[src/rtl/ltpi_csr_selftest_runner.sv]
// In-system CSR self-test runner: walks a descriptor ROM, drives an Avalon-MM master,
// masks/compares read data and reports aggregate pass / fail statistics for the run.
module ltpi_csr_selftest_runner #(
   parameter  int NUM_TESTS   = 8,
   parameter  int ADDR_W      = 16,
   parameter  int DATA_W      = 32,
   parameter  int TIMEOUT_CYC = 256,
   parameter  int POLL_MAX    = 16,
   localparam int IDX_W       = $clog2(NUM_TESTS + 1)
) (
   input  logic              clk,
   input  logic              reset_n,
   input  logic              start,
   input  logic              abort,
   output logic [IDX_W-1:0]  tv_index,
   input  logic [1:0]        tv_op,
   input  logic [ADDR_W-1:0] tv_addr,
   input  logic [DATA_W-1:0] tv_data,
   input  logic [DATA_W-1:0] tv_mask,
   output logic [ADDR_W-1:0] avm_address,
   output logic              avm_read,
   output logic              avm_write,
   output logic [DATA_W-1:0] avm_writedata,
   input  logic [DATA_W-1:0] avm_readdata,
   input  logic              avm_readdatavalid,
   input  logic              avm_waitrequest,
   output logic              busy,
   output logic              done,
   output logic              pass,
   output logic [IDX_W-1:0]  fail_count,
   output logic [IDX_W-1:0]  first_fail_idx,
   output logic              timeout_seen
);

   localparam int TMR_W = $clog2(TIMEOUT_CYC + 1);
   localparam int PC_W  = $clog2(POLL_MAX + 1);

   localparam logic [IDX_W-1:0] LAST_IDX = IDX_W'(NUM_TESTS - 1);
   localparam logic [IDX_W-1:0] NONE_IDX = IDX_W'(NUM_TESTS);
   localparam logic [TMR_W-1:0] TMR_LAST = TMR_W'(TIMEOUT_CYC - 1);
   localparam logic [TMR_W-1:0] TMR_SAT  = TMR_W'(TIMEOUT_CYC);
   localparam logic [PC_W-1:0]  PC_LAST  = PC_W'(POLL_MAX - 1);

   typedef enum logic [1:0] {
      OP_NOP      = 2'b00,
      OP_WRITE    = 2'b01,
      OP_READ_CMP = 2'b10,
      OP_POLL     = 2'b11
   } op_e;

   typedef struct packed {
      op_e               op;
      logic [ADDR_W-1:0] addr;
      logic [DATA_W-1:0] data;
      logic [DATA_W-1:0] mask;
   } desc_t;

   typedef enum logic [2:0] {
      S_IDLE, S_FETCH, S_LOAD, S_WR, S_RD, S_RWAIT, S_NEXT, S_DONE
   } state_e;

   state_e           state, state_nxt;
   desc_t            desc;
   logic [IDX_W-1:0] idx;
   logic [TMR_W-1:0] timer;
   logic [PC_W-1:0]  poll_cnt;

   logic run_start, fail_evt, to_evt, timer_clr, poll_clr, poll_inc;
   logic idx_inc, finish, finish_ok, rd_match, tmr_exp;

   assign busy          = (state != S_IDLE) && (state != S_DONE);
   assign done          = (state == S_DONE);
   assign avm_write     = (state == S_WR);
   assign avm_read      = (state == S_RD);
   assign avm_address   = desc.addr;
   assign avm_writedata = desc.data;
   assign tv_index      = idx;

   always_ff @(posedge clk or negedge reset_n) begin
      if (!reset_n) state <= S_IDLE;
      else          state <= state_nxt;
   end

   always_comb begin
      state_nxt = state;
      run_start = 1'b0;
      fail_evt  = 1'b0;
      to_evt    = 1'b0;
      timer_clr = 1'b0;
      poll_clr  = 1'b0;
      poll_inc  = 1'b0;
      idx_inc   = 1'b0;
      finish    = 1'b0;
      finish_ok = 1'b0;
      rd_match  = ((avm_readdata ^ desc.data) & desc.mask) == '0;
      // timer keeps running from RD into RWAIT, so use >= rather than ==
      tmr_exp   = (timer >= TMR_LAST);
      case (state)
         S_IDLE: if (start && !abort) begin
            state_nxt = S_FETCH;
            run_start = 1'b1;
         end
         S_FETCH: state_nxt = S_LOAD;
         S_LOAD: begin
            case (op_e'(tv_op))
               OP_NOP:   state_nxt = S_NEXT;
               OP_WRITE: begin
                  state_nxt = S_WR;
                  timer_clr = 1'b1;
               end
               default: begin
                  state_nxt = S_RD;
                  timer_clr = 1'b1;
                  poll_clr  = 1'b1;
               end
            endcase
         end
         S_WR: begin
            if (!avm_waitrequest) state_nxt = S_NEXT;
            else if (tmr_exp) begin
               state_nxt = S_NEXT;
               to_evt    = 1'b1;
               fail_evt  = 1'b1;
            end
         end
         S_RD: begin
            if (!avm_waitrequest) state_nxt = S_RWAIT;
            else if (tmr_exp) begin
               state_nxt = S_NEXT;
               to_evt    = 1'b1;
               fail_evt  = 1'b1;
            end
         end
         S_RWAIT: begin
            if (avm_readdatavalid) begin
               if (rd_match) state_nxt = S_NEXT;
               else if (desc.op == OP_READ_CMP || poll_cnt == PC_LAST) begin
                  state_nxt = S_NEXT;
                  fail_evt  = 1'b1;
               end else begin
                  state_nxt = S_RD;
                  poll_inc  = 1'b1;
                  timer_clr = 1'b1;
               end
            end else if (tmr_exp) begin
               state_nxt = S_NEXT;
               to_evt    = 1'b1;
               fail_evt  = 1'b1;
            end
         end
         S_NEXT: begin
            if (idx == LAST_IDX) begin
               state_nxt = S_DONE;
               finish    = 1'b1;
               finish_ok = (fail_count == '0);
            end else begin
               state_nxt = S_FETCH;
               idx_inc   = 1'b1;
            end
         end
         S_DONE:  state_nxt = S_IDLE;
         default: state_nxt = S_IDLE;
      endcase
      // abort wins over any completion or failure decided this cycle
      if (abort && busy) begin
         state_nxt = S_DONE;
         fail_evt  = 1'b0;
         to_evt    = 1'b0;
         idx_inc   = 1'b0;
         poll_inc  = 1'b0;
         finish    = 1'b1;
         finish_ok = 1'b0;
      end
   end

   always_ff @(posedge clk or negedge reset_n) begin
      if (!reset_n) begin
         desc     <= '0;
         timer    <= '0;
         poll_cnt <= '0;
      end else begin
         if (state == S_LOAD) desc <= '{op: op_e'(tv_op), addr: tv_addr, data: tv_data, mask: tv_mask};
         if (timer_clr) timer <= '0;
         else if ((state == S_WR || state == S_RD || state == S_RWAIT) && timer != TMR_SAT)
            timer <= timer + TMR_W'(1);
         if (poll_clr)      poll_cnt <= '0;
         else if (poll_inc) poll_cnt <= poll_cnt + PC_W'(1);
      end
   end

   always_ff @(posedge clk or negedge reset_n) begin
      if (!reset_n) begin
         idx            <= '0;
         fail_count     <= '0;
         first_fail_idx <= NONE_IDX;
         timeout_seen   <= 1'b0;
         pass           <= 1'b0;
      end else begin
         if (run_start) begin
            idx            <= '0;
            fail_count     <= '0;
            first_fail_idx <= NONE_IDX;
            timeout_seen   <= 1'b0;
            pass           <= 1'b0;
         end
         if (idx_inc) idx <= idx + IDX_W'(1);
         if (fail_evt) begin
            if (fail_count != NONE_IDX)     fail_count     <= fail_count + IDX_W'(1);
            if (first_fail_idx == NONE_IDX) first_fail_idx <= idx;
         end
         if (to_evt) timeout_seen <= 1'b1;
         if (finish) pass <= finish_ok;
      end
   end

endmodule

[config.mk]
export PLATFORM = sky130hd
export DESIGN_NAME = ltpi_csr_selftest_runner
export DESIGN_NICKNAME = d
export VERILOG_FILES = /design/src/rtl/ltpi_csr_selftest_runner.sv
export SDC_FILE = /design/constraint.sdc
export NUM_CORES = 1
export LEC_CHECK = 0
export CORE_MARGIN = 2
export CORE_UTILIZATION = 45
export DETAILED_ROUTE_END_ITERATION = 10
export PLACE_DENSITY_LB_ADDON = 0.3
export SLEW_MARGIN = 20
export SYNTH_ARGS = -nofsm -noshare
export SYNTH_HDL_FRONTEND = slang
export SYNTH_SLANG_ARGS = --single-unit
[constraint.sdc]
create_clock -name clk -period 2.9 [get_ports clk]
set_input_delay 0.435 -clock clk [delete_from_list [all_inputs] [get_ports clk]]
set_output_delay 0.435 -clock clk [all_outputs]
set_load 0.005 [all_outputs]
==> results.md <==
* Initial antenna violation count at 0
* Mux contribution to synthesized area at 17.19%
* Period utilization at 84.21%
* Switching power at 2.607 mW
* Comb pwr share at 36.7%
* I/O Buffers at 185
* Worst setup EP type: register
* Reg2Reg Setup Slack at around 0.46 ns
* Via density at 5.085
* Yosys reg bits at 113
* Count leader, synth: dfrtp_1
* Clock root cell: clkbuf_16
* Largest net degree at the start of global routing at 52
* Final #Nets at between 700 and 800
* Switch share at 29.95%
* Post-route clock skew at 0.006554 ns
* Prevailing post-synth register cell: dfrtp_1
* DP Wirelength at 9973 um
* Post-synth top area share at 49.10%
* Cell Rows at 41
* Clk Latency, worst-skew pair at approximately 0.41 ns
* Routed vias at 4,210
* Most instantiated cells after synthesis: 112 x dfrtp_1, 48 x buf_4, 42 x mux2_1
* Final Hold Fails at 0
* Setup violators final at 0
* Static leakage at 3.411 nW
* Core footprint at 0.01252 mm2
* Sequential-to-total area share from yosys stat at 49.56%
* CP Data Arrival Time at 2.74 ns
* CTS sink cnt at 113
* I/O pin count at 186
* FFs w/ async S/R, synth at 100.0%
* All-Layer GR Usage at 20.58%
* Drt initial violations at 204
* Syn. warnings at 0
* Clock power frac at 29.5%
* Pint at between 6 and 7 mW
* Slowest cell on crit path: or4_1
* Die height at 116.6 um
* Startpoint Class: primary input
* Worst EP required at ~3.2 ns
* Setup CP Type: primary input to register
* Cell Area, Synth at approximately 0.0057 mm2
* Fraction of layout cells with a size suffix above 1 at between 10% and 20%
* Clk slew on worst S/H paths at 0.05 ns
* Max-cap viol count at 0
* CTS Hold Bufs at 0
* CTS tree: built
* Achievable Freq at 409.5 MHz
* RSZ-0062 raised after global routing: false
* Bufs on Longest Clock Path at 2
* Number of synthesized flops with an enable pin at 0
* Number of diodes at 0
* Post-synth cell types at 50
* Post-DRT Antenna Nets at 0
* Post-synthesis xor/xnor area fraction at 6.138%
* Number of global-route vias before repair at 4,273
* Mapped Nets at ~620
* PD cells at about 1100 mW/mm2
* DRC Markers at 0
* Max H-tree Level at 4
* Main combinational cell family by area after synthesis: multiplexers
* CP max FO at 6
* Die X at 116.6 um
* Status: finished, final reports clean
* Worst vdd ir at 0.0005413 V
* Post-synthesis compound-gate area fraction at 7.453%
* Sequential power share at 33.8%
* Global route overflow at 0
* Setup Buffers After CTS at 0
* First-pass GRT wire length at 21,190 um
* CP Cell Sequence: clkdlybuf4s50_1 -> xor2_1 -> a22oi_1 -> nand4_1 -> or4_1 -> a21o_1 -> a32o_1
* Yosys top cell by area: dfrtp_1
* Reg2reg path depth at 6
* Total power at 8.705 mW
* Syn avg cell area at 11.53 um2
* Min-delay worst type: primary input to async pin
* Area contributors post-synth: dfrtp_1 49%, mux2_1 8.3%, mux2_2 7.5%, buf_4 6.3%, xor2_1 5.5%
* Slew at the pin closest to its max-slew limit at 0.7062 ns
* First-pass DRT Iterations at 4
* Setup TNS at 0 ns
* Post-Synthesis Cells at 495
* Synth Area in Simple Gates at 9.141%
* Total CTS buffers at 17
* Final Max Tran Viols at 0
* Critical Path Max Stage Delay at 0.58 ns
* Fin crit period at 2.442 ns
* Post-Synth Adder-Cell Area at 1.754%
* Layout area overhead at 43.03%
* Post-cts resize count at 0
* Wirelength per Cell at between 15 and 20 um
* Die Area at 0.01360 mm2
* GP Congestion at 0.8619
* Starting density of the core at 45.60%
* Routed wire length at 13,610 um
* Slew margin rel. at 52.49%
cells in the final DEF, fill, tap and decap left out, drive strengths merged, types with 3 or more instances in the layout:
master | synthesis | routed
clkinvlp | 0 | 3
xor2 | 36 | 36
nor3 | 11 | 11
bufinv | 0 | 8
ha | 8 | 8
nand2 | 26 | 26
clkbuf | 7 | 19
a31oi | 4 | 4
a21oi | 5 | 5
mux2 | 80 | 80
dfrtp | 112 | 112
buf | 57 | 9
nor2 | 23 | 23
clkdlybuf4s50 | 0 | 184
mux2i | 8 | 8
nor4b | 3 | 3
nor4 | 4 | 4
nand4 | 9 | 9
inv | 19 | 19
nand3 | 10 | 10
xnor2 | 4 | 4
a211oi | 4 | 4
a32o | 3 | 3
o21ai | 14 | 14
nor2b | 3 | 3
a22oi | 18 | 18
layer usage:
metal	wire length [um]	vias to the layer above	share of wire, %	global-route usage, %
met1	5466	2037	40	24.17
met4	377	0	2.8	8.784
met2	6928	145	51	35.31
li1	-	1996	-	-
met5	0	-	0	0
met3	833	32	6.1	5.968
path summary, 6_finish.rpt:
kind	from	end
worst max-delay path	avm_readdata[27]	first_fail_idx[2]
worst min-delay path	reset_n	desc[3]
worst max register to register	avm_writedata[27]	first_fail_idx[2]
worst min register to register	avm_address[4]	avm_address[4]
max in group asynchronous	reset_n	avm_address[2]
min in group clk	avm_address[4]	avm_address[4]
cell families (layout without fill, tap and decap cells):
| kind of cell | after synthesis | in the layout |
|---|---|---|
| compound gates | 61 | 61 |
| xor+xnor | 40 | 40 |
| fa+ha+maj | 8 | 8 |
| buf+inv | 83 | 244 |
| flops | 113 | 113 |
| mux | 88 | 88 |
| simple gates | 102 | 102 |
flip-flops by register name, indices dropped and copies added (netlist names):
signal	cells
poll_cnt	5
avm_address	16
fail_count	4
desc	34
timer	9
pass	1
first_fail_idx	4
state	3
timeout_seen	1
tv_index	4
avm_writedata	32
layout make-up:
cell class	instances	area, um2
Fill cell	1002	4353
Clock inverter	13	280.3
Sequential cell	113	2829
Inverter	19	71.32
Multi-Input combinational cell	299	2381
Tap cell	172	215.2
Clock buffer	19	452.9
Timing Repair Buffer	193	1934
worst max-delay path: cells and delay by family:
family          cells  cell delay [ns]
simple gates        2             0.84
xor+xnor            1             0.14
buf+inv             1             0.41
compound gates      3             0.90
metrics by stage:
step	util (%)	worst slack (ns)	hold slack, ns	cell area [um2]	std cells
floorplan	-	0.7731	0.1394	5708	495
global placement	59.37	0.05438	0.4676	7431	796
detailed placement	59.37	0.02806	0.4746	7431	796
CTS	65.22	0.4163	0.07094	8164	828
global route	65.22	0.2808	0.08961	8164	828
finish	65.22	0.4579	0.05078	8164	828
power groups by stage:
| stage | logic (mW) | registers (mW) | clock network, mW |
|---|---|---|---|
| 6_report | 3.19 | 2.94 | 2.57 |
| 5_1_grt | 3.51 | 3.05 | 2.69 |
| 4_1_cts | 3.24 | 2.95 | 2.61 |
| 3_5_place_dp | 3.21 | 2.96 | 0 |
| 3_3_place_gp | 3.12 | 2.91 | 0 |
| 2_1_floorplan | 2.28 | 2.76 | 0 |
(Power assumes the default switching activity.)
